[config.mk]
export PLATFORM = sky130hd
export DESIGN_NAME = keypad_scan_flat
export DESIGN_NICKNAME = d
export VERILOG_FILES = /design/src/rtl/keypad_scan_if.sv /design/src/rtl/keypad_scan.sv /design/src/flat_wrapper.sv
export SDC_FILE = /design/constraint.sdc
export NUM_CORES = 1
export LEC_CHECK = 0
export ABC_AREA = 1
export BUFFER_PORTS_ARGS = -buffer_cell sky130_fd_sc_hd__buf_2
export CORE_MARGIN = 1.5
export CORE_UTILIZATION = 40
export DETAILED_ROUTE_END_ITERATION = 7
export PLACE_DENSITY = 0.55
export SETUP_SLACK_MARGIN = 0.4
export SLEW_MARGIN = 20
export SYNTH_ARGS = -nofsm -noshare
export SYNTH_HDL_FRONTEND = slang
export SYNTH_SLANG_ARGS = --single-unit
[constraint.sdc]
create_clock -name clk_100mhz -period 8.4 [get_ports clk_100mhz]
set_clock_uncertainty 0.15 [all_clocks]
set_input_delay 0.84 -clock clk_100mhz [delete_from_list [all_inputs] [get_ports clk_100mhz]]
set_output_delay 0.84 -clock clk_100mhz [all_outputs]
set_load 0.005 [all_outputs]
[src/rtl/keypad_scan_if.sv]
// keypad_scan_if: key matrix drive/sense and decoded key outputs of keypad_scan.
interface keypad_scan_if;
    logic [3:0]  COL;
    logic        clr;
    logic [3:0]  ROW;
    logic [3:0]  key_code;
    logic        key_valid;
    logic        key_down;
    logic [15:0] num;
    modport master (output COL, clr, input ROW, key_code, key_valid, key_down, num);
    modport slave (input COL, clr, output ROW, key_code, key_valid, key_down, num);
endinterface

[src/rtl/keypad_scan.sv]
// keypad_scan: 4x4 matrix scanner with per-scan debounce, one code per press and
// a 4-digit shift register laid out like the display's num input.
module keypad_scan #(
    parameter int DIV_BITS       = 17,
    parameter int DEBOUNCE_SCANS = 4
) (
    input logic          clk_100mhz,
    input logic          RSTN,
    keypad_scan_if.slave kp
);
    localparam logic [1:0] IDLE     = 2'd0;
    localparam logic [1:0] DEBOUNCE = 2'd1;
    localparam logic [1:0] PRESSED  = 2'd2;
    localparam logic [1:0] RELEASE  = 2'd3;
    localparam logic [4:0] LAST     = 5'(DEBOUNCE_SCANS);
    logic [3:0]          col_s1, col_s2;
    logic [DIV_BITS-1:0] div;
    logic [1:0]          r, state, col_idx;
    logic [4:0]          cnt;
    logic [3:0]          cand, acc_code, code, key_code;
    logic [15:0]         num;
    logic                acc_found, found, hit, tick, eos, done, key_valid, key_down;
    assign tick    = &div;
    assign eos     = tick && r == 2'd3;
    assign hit     = ~&col_s2;
    assign col_idx = !col_s2[0] ? 2'd0 : !col_s2[1] ? 2'd1 : !col_s2[2] ? 2'd2 : 2'd3;
    // the row being sampled at end of scan still counts toward this scan's result
    assign found   = acc_found || hit;
    assign code    = acc_found ? acc_code : {r, col_idx};
    assign done    = cnt + 5'd1 == LAST;
    assign kp.ROW       = ~(4'b1 << r);
    assign kp.key_code  = key_code;
    assign kp.key_valid = key_valid;
    assign kp.key_down  = key_down;
    assign kp.num       = num;
    always_ff @(posedge clk_100mhz or negedge RSTN) begin
        if (!RSTN) begin
            col_s1    <= 4'hF;
            col_s2    <= 4'hF;
            div       <= '0;
            r         <= 2'd0;
            state     <= IDLE;
            cnt       <= 5'd0;
            cand      <= 4'd0;
            acc_found <= 1'b0;
            acc_code  <= 4'd0;
            key_code  <= 4'd0;
            key_valid <= 1'b0;
            key_down  <= 1'b0;
            num       <= 16'h0;
        end else begin
            col_s1    <= kp.COL;
            col_s2    <= col_s1;
            div       <= div + 1'b1;
            key_valid <= 1'b0;
            if (tick) begin
                r <= r + 2'd1;
                if (eos) begin
                    acc_found <= 1'b0;
                    acc_code  <= 4'd0;
                end else if (!acc_found && hit) begin
                    acc_found <= 1'b1;
                    acc_code  <= {r, col_idx};
                end
            end
            if (eos) begin
                case (state)
                    IDLE: if (found) begin
                        cand  <= code;
                        cnt   <= 5'd1;
                        state <= DEBOUNCE;
                    end
                    DEBOUNCE: if (!found) state <= IDLE;
                    else if (code != cand) begin
                        cand <= code;
                        cnt  <= 5'd1;
                    end else begin
                        cnt <= cnt + 5'd1;
                        if (done) begin
                            key_code  <= cand;
                            key_valid <= 1'b1;
                            key_down  <= 1'b1;
                            num       <= {num[11:0], cand};
                            state     <= PRESSED;
                        end
                    end
                    PRESSED: if (!found) begin
                        cnt   <= 5'd1;
                        state <= RELEASE;
                    end
                    default: if (found) state <= PRESSED;
                    else begin
                        cnt <= cnt + 5'd1;
                        if (done) begin
                            key_down <= 1'b0;
                            state    <= IDLE;
                        end
                    end
                endcase
            end
            if (kp.clr) num <= 16'h0;
        end
    end
endmodule

[src/flat_wrapper.sv]
// flat-port wrapper written by rule: the top's interface ports become plain ports
module keypad_scan_flat 
#(
    parameter int DIV_BITS       = 17,
    parameter int DEBOUNCE_SCANS = 4
)
  (clk_100mhz, RSTN, kp_COL, kp_clr, kp_ROW, kp_key_code, kp_key_valid, kp_key_down, kp_num);
  keypad_scan_if kp_i ();
  input logic clk_100mhz;
  input logic RSTN;
  input wire logic [$bits(kp_i.COL)-1:0] kp_COL;
  input wire logic [$bits(kp_i.clr)-1:0] kp_clr;
  output wire logic [$bits(kp_i.ROW)-1:0] kp_ROW;
  output wire logic [$bits(kp_i.key_code)-1:0] kp_key_code;
  output wire logic [$bits(kp_i.key_valid)-1:0] kp_key_valid;
  output wire logic [$bits(kp_i.key_down)-1:0] kp_key_down;
  output wire logic [$bits(kp_i.num)-1:0] kp_num;
  assign kp_i.COL = kp_COL;
  assign kp_i.clr = kp_clr;
  assign kp_ROW = kp_i.ROW;
  assign kp_key_code = kp_i.key_code;
  assign kp_key_valid = kp_i.key_valid;
  assign kp_key_down = kp_i.key_down;
  assign kp_num = kp_i.num;
  keypad_scan #(.DIV_BITS(DIV_BITS), .DEBOUNCE_SCANS(DEBOUNCE_SCANS)) u_core (.clk_100mhz(clk_100mhz), .RSTN(RSTN), .kp(kp_i));
endmodule
==> flow_summary.toml <==
[clocking]
clock_latency_ns = 0.34
clock-root-buffer = "clkbuf_8"
cts_resized = 0
cts_tree = "yes"
htree_levels = 3
hold_buffers = 0
cts_buffer_depth = 2
cts_buffers = 9
cts_setup_buffers = 0
clk_pin_slew_worst_paths_ns = 0.07
clock_sink_count = 65

[yosys]
syn_area_um2 = 3100
syn_area_per_cell_um2 = 9.04
synth_nets = 362
synth_top_cell_by_area = "dfrtp_1"
synth_top_flop_cell = "dfrtp_1"
synth_most_common_cell = "nand2_1"
synth_top_area_share_pct = 46.0
yosys_warnings = 0
synthTopCellsByCount = "nand2_1, dfrtp_1, inv_1, nand3_1, nand4_1"
synth_edf_count = 0
netlist_instances = 343
ys_async_sr_fraction_pct = 100
synth_cell_types = 30
synth_area_leaders = "dfrtp_1, nand2_1, dfstp_2"
ys_seq_area_share_pct = 52.8
ys_ff_latch = 65

[global_routing]
grt_pass1_wl_mm = 10.3
grtUsageTotal_pct = 15.5
grt_pass1_vias = 2290
antenna_found_initial = 0
grt_overflow = 0
grt_max_degree = 66

[power_and_ir_drop]
irDropWorstVdd_uv = 74.8
power_frac_comb_pct = 2.1
power_frac_clock_pct = 48.8
total_power_mw = 0.646
p_per_area_nw_per_um2 = 180
power_frac_seq_pct = 49.1
p_leak_nw = 1.90
switching_share_pct = 20.0
switchingPower_mw = 0.129
p_int_mw = 0.516

[die]
ios = 33
core_um2 = 7370
dieHeight_um = 91.1
design.die.area_um2 = 8290
initial_core_util_pct = 42.1
rows = 31
die_w_um = 91.1

[sta]
setup_violations = 0
rsz0062_at_grt = "no"
period_share_pct = 41.2
finalHoldWorstSlack_ns = 0.207
max_freq_mhz = 289
hold_viol = 0
min_period_ns = 3.46
tightest_slew_ns = 0.962
finalMaxSlewViolations = 0
setup_tns_ns = 0
max_slew_margin_pct = 35.6

[route]
drcViolationCount = 0
viasPerCell = 4.79
drtIter0Drc = 80
wirelength_mm = 5.84
antenna_left = 0
wl_per_cell_um = 12.1
num_vias = 2318
drt_first_pass_iters = 4

[setup_path]
crit_path_top_delay_cell = "nor2_1"
cpPeakStageDelay_ns = 0.77
cp.arrival_ns = 3.53
crit_path_start_kind = "flop"
path_class = "reg -> reg"
crit_fanout = 15
worstPathCellList = "ha_1, nand3_1, nor3_1, nand2_1, nor3_1, nand3_1, nor3b_1, ha_1, nand2_1, nor2_1, nand2_4, nand3_1, nand2_1"
cp_data_required_time_ns = 8.47
crit_family = "simple AND/OR/NAND/NOR gates"
endpoint_kind = "flop"
worst-path-buf-inv = 0

[placed_design]
dp_hpwl_mm = 4.09
io_buffers = 32
routabilityCongestion = 0.789

[layout]
syn2layout_area_growth_pct = 15.5
antenna_cells = 0
final_core_util_pct = 48.6
nets = 399
final_layout_size_suffix_gt1_share_pct = 20.3

[min_path]
hold_class = "reg -> reg"

[run]
drv_cap = 0

[status]
status = "completed"
metal layers:
layer  track usage, %  wire length [µm]
met5                0                 0
met4             7.81                99
met3             3.10               224
met2             23.6              2530
met1             20.9              2980
logic make-up (layout without fill, tap and decap cells):
logic type                 Yosys count  in the layout  synth area share, %
buffers and inverters               48             90                 6.54
AOI/OAI and AO/OA                   27             27                 5.24
and+or+nand+nor                    175            175                 26.1
DFF                                 65             65                 52.8
adders and majority gates           12             12                 4.84
xor gates and xnor gates            16             16                 4.52
sequential cells by signal, summed over array words and instances (netlist names), named ones only:
signal	cells
u_core.kp.num	16
u_core.r	2
u_core.div	17
u_core.kp.key_valid	1
u_core.col_s2	4
u_core.state	1
u_core.cnt	5
u_core.acc_code	4
u_core.kp.key_down	1
u_core.cand	4
u_core.col_s1	4
u_core.kp.key_code	4
u_core.acc_found	1
worst register-to-register path: cells and delay by family, from the launching register on:
family / cells / cell delay [ns]
fa+ha+maj: 2 / 0.44
flops: 1 / 0.35
simple gates: 11 / 2.40
stage by stage:
step / worst slack [ns] / std cells / area [µm²]
finish: 4.94 / 484 / 3580
global route: 4.51 / 484 / 3580
CTS: 4.90 / 484 / 3580
detailed placement: 4.93 / 468 / 3350
global placement: 5.08 / 468 / 3350
floorplan: 5.77 / 343 / 3100
placed cells by master (no fill, tap or decap), types with 2 or more instances in the layout:
| cell | count |
|---|---|
| nand2_1 | 88 |
| dfrtp_1 | 57 |
| inv_1 | 38 |
| nand3_1 | 38 |
| buf_2 | 32 |
| nand4_1 | 18 |
| xor2_1 | 13 |
| nor2_1 | 12 |
| ha_1 | 12 |
| o21ai_0 | 9 |
| clkbuf_8 | 9 |
| dfstp_2 | 8 |
| nor2_2 | 6 |
| a21oi_1 | 6 |
| o21ai_2 | 5 |
| nor3_1 | 4 |
| nand2_2 | 4 |
| o21ai_1 | 4 |
| xnor2_1 | 3 |
| nand3_2 | 3 |
| bufinv_16 | 3 |
| inv_2 | 2 |
| clkbuf_1 | 2 |
final timing paths:
check / start / end / slack, ns / cells past startpoint
max: u_core.div[1]$_DFF_PN0_ / u_core.kp.num[2]$_DFFE_PN0P_ / 4.94 / 13
min: u_core.col_s1[2]$_DFF_PN1_ / u_core.col_s2[2]$_DFF_PN1_ / 0.21 / 0
max reg2reg: u_core.div[1]$_DFF_PN0_ / u_core.kp.num[2]$_DFFE_PN0P_ / 4.94 / 13
min reg2reg: u_core.col_s1[2]$_DFF_PN1_ / u_core.col_s2[2]$_DFF_PN1_ / 0.21 / 0
max in group asynchronous: RSTN / u_core.div[6]$_DFF_PN0_ / 7.05 / 2
min in group asynchronous: RSTN / u_core.kp.num[14]$_DFFE_PN0P_ / 0.53 / 2
final cells by class:
| class | instances | area (µm²) |
|---|---|---|
| fill | 728 | 3790 |
| sequential | 65 | 1640 |
| multi-input combinational | 230 | 1260 |
| timing repair buffer | 33 | 168 |
| inverter | 41 | 156 |
| clock buffer | 11 | 131 |
| tap | 99 | 124 |
| clock inverter | 5 | 104 |
power groups by stage:
stage               Combinational (mW)  Sequential (mW)  Clock [mW]
finish                          0.0135            0.317       0.315
global route                    0.0159            0.317       0.335
CTS                             0.0142            0.317       0.323
detailed placement              0.0142            0.323           0
global placement                0.0143            0.323           0
floorplan                      0.00519            0.323           0
Note: power is estimated with default switching activity, not from simulation.
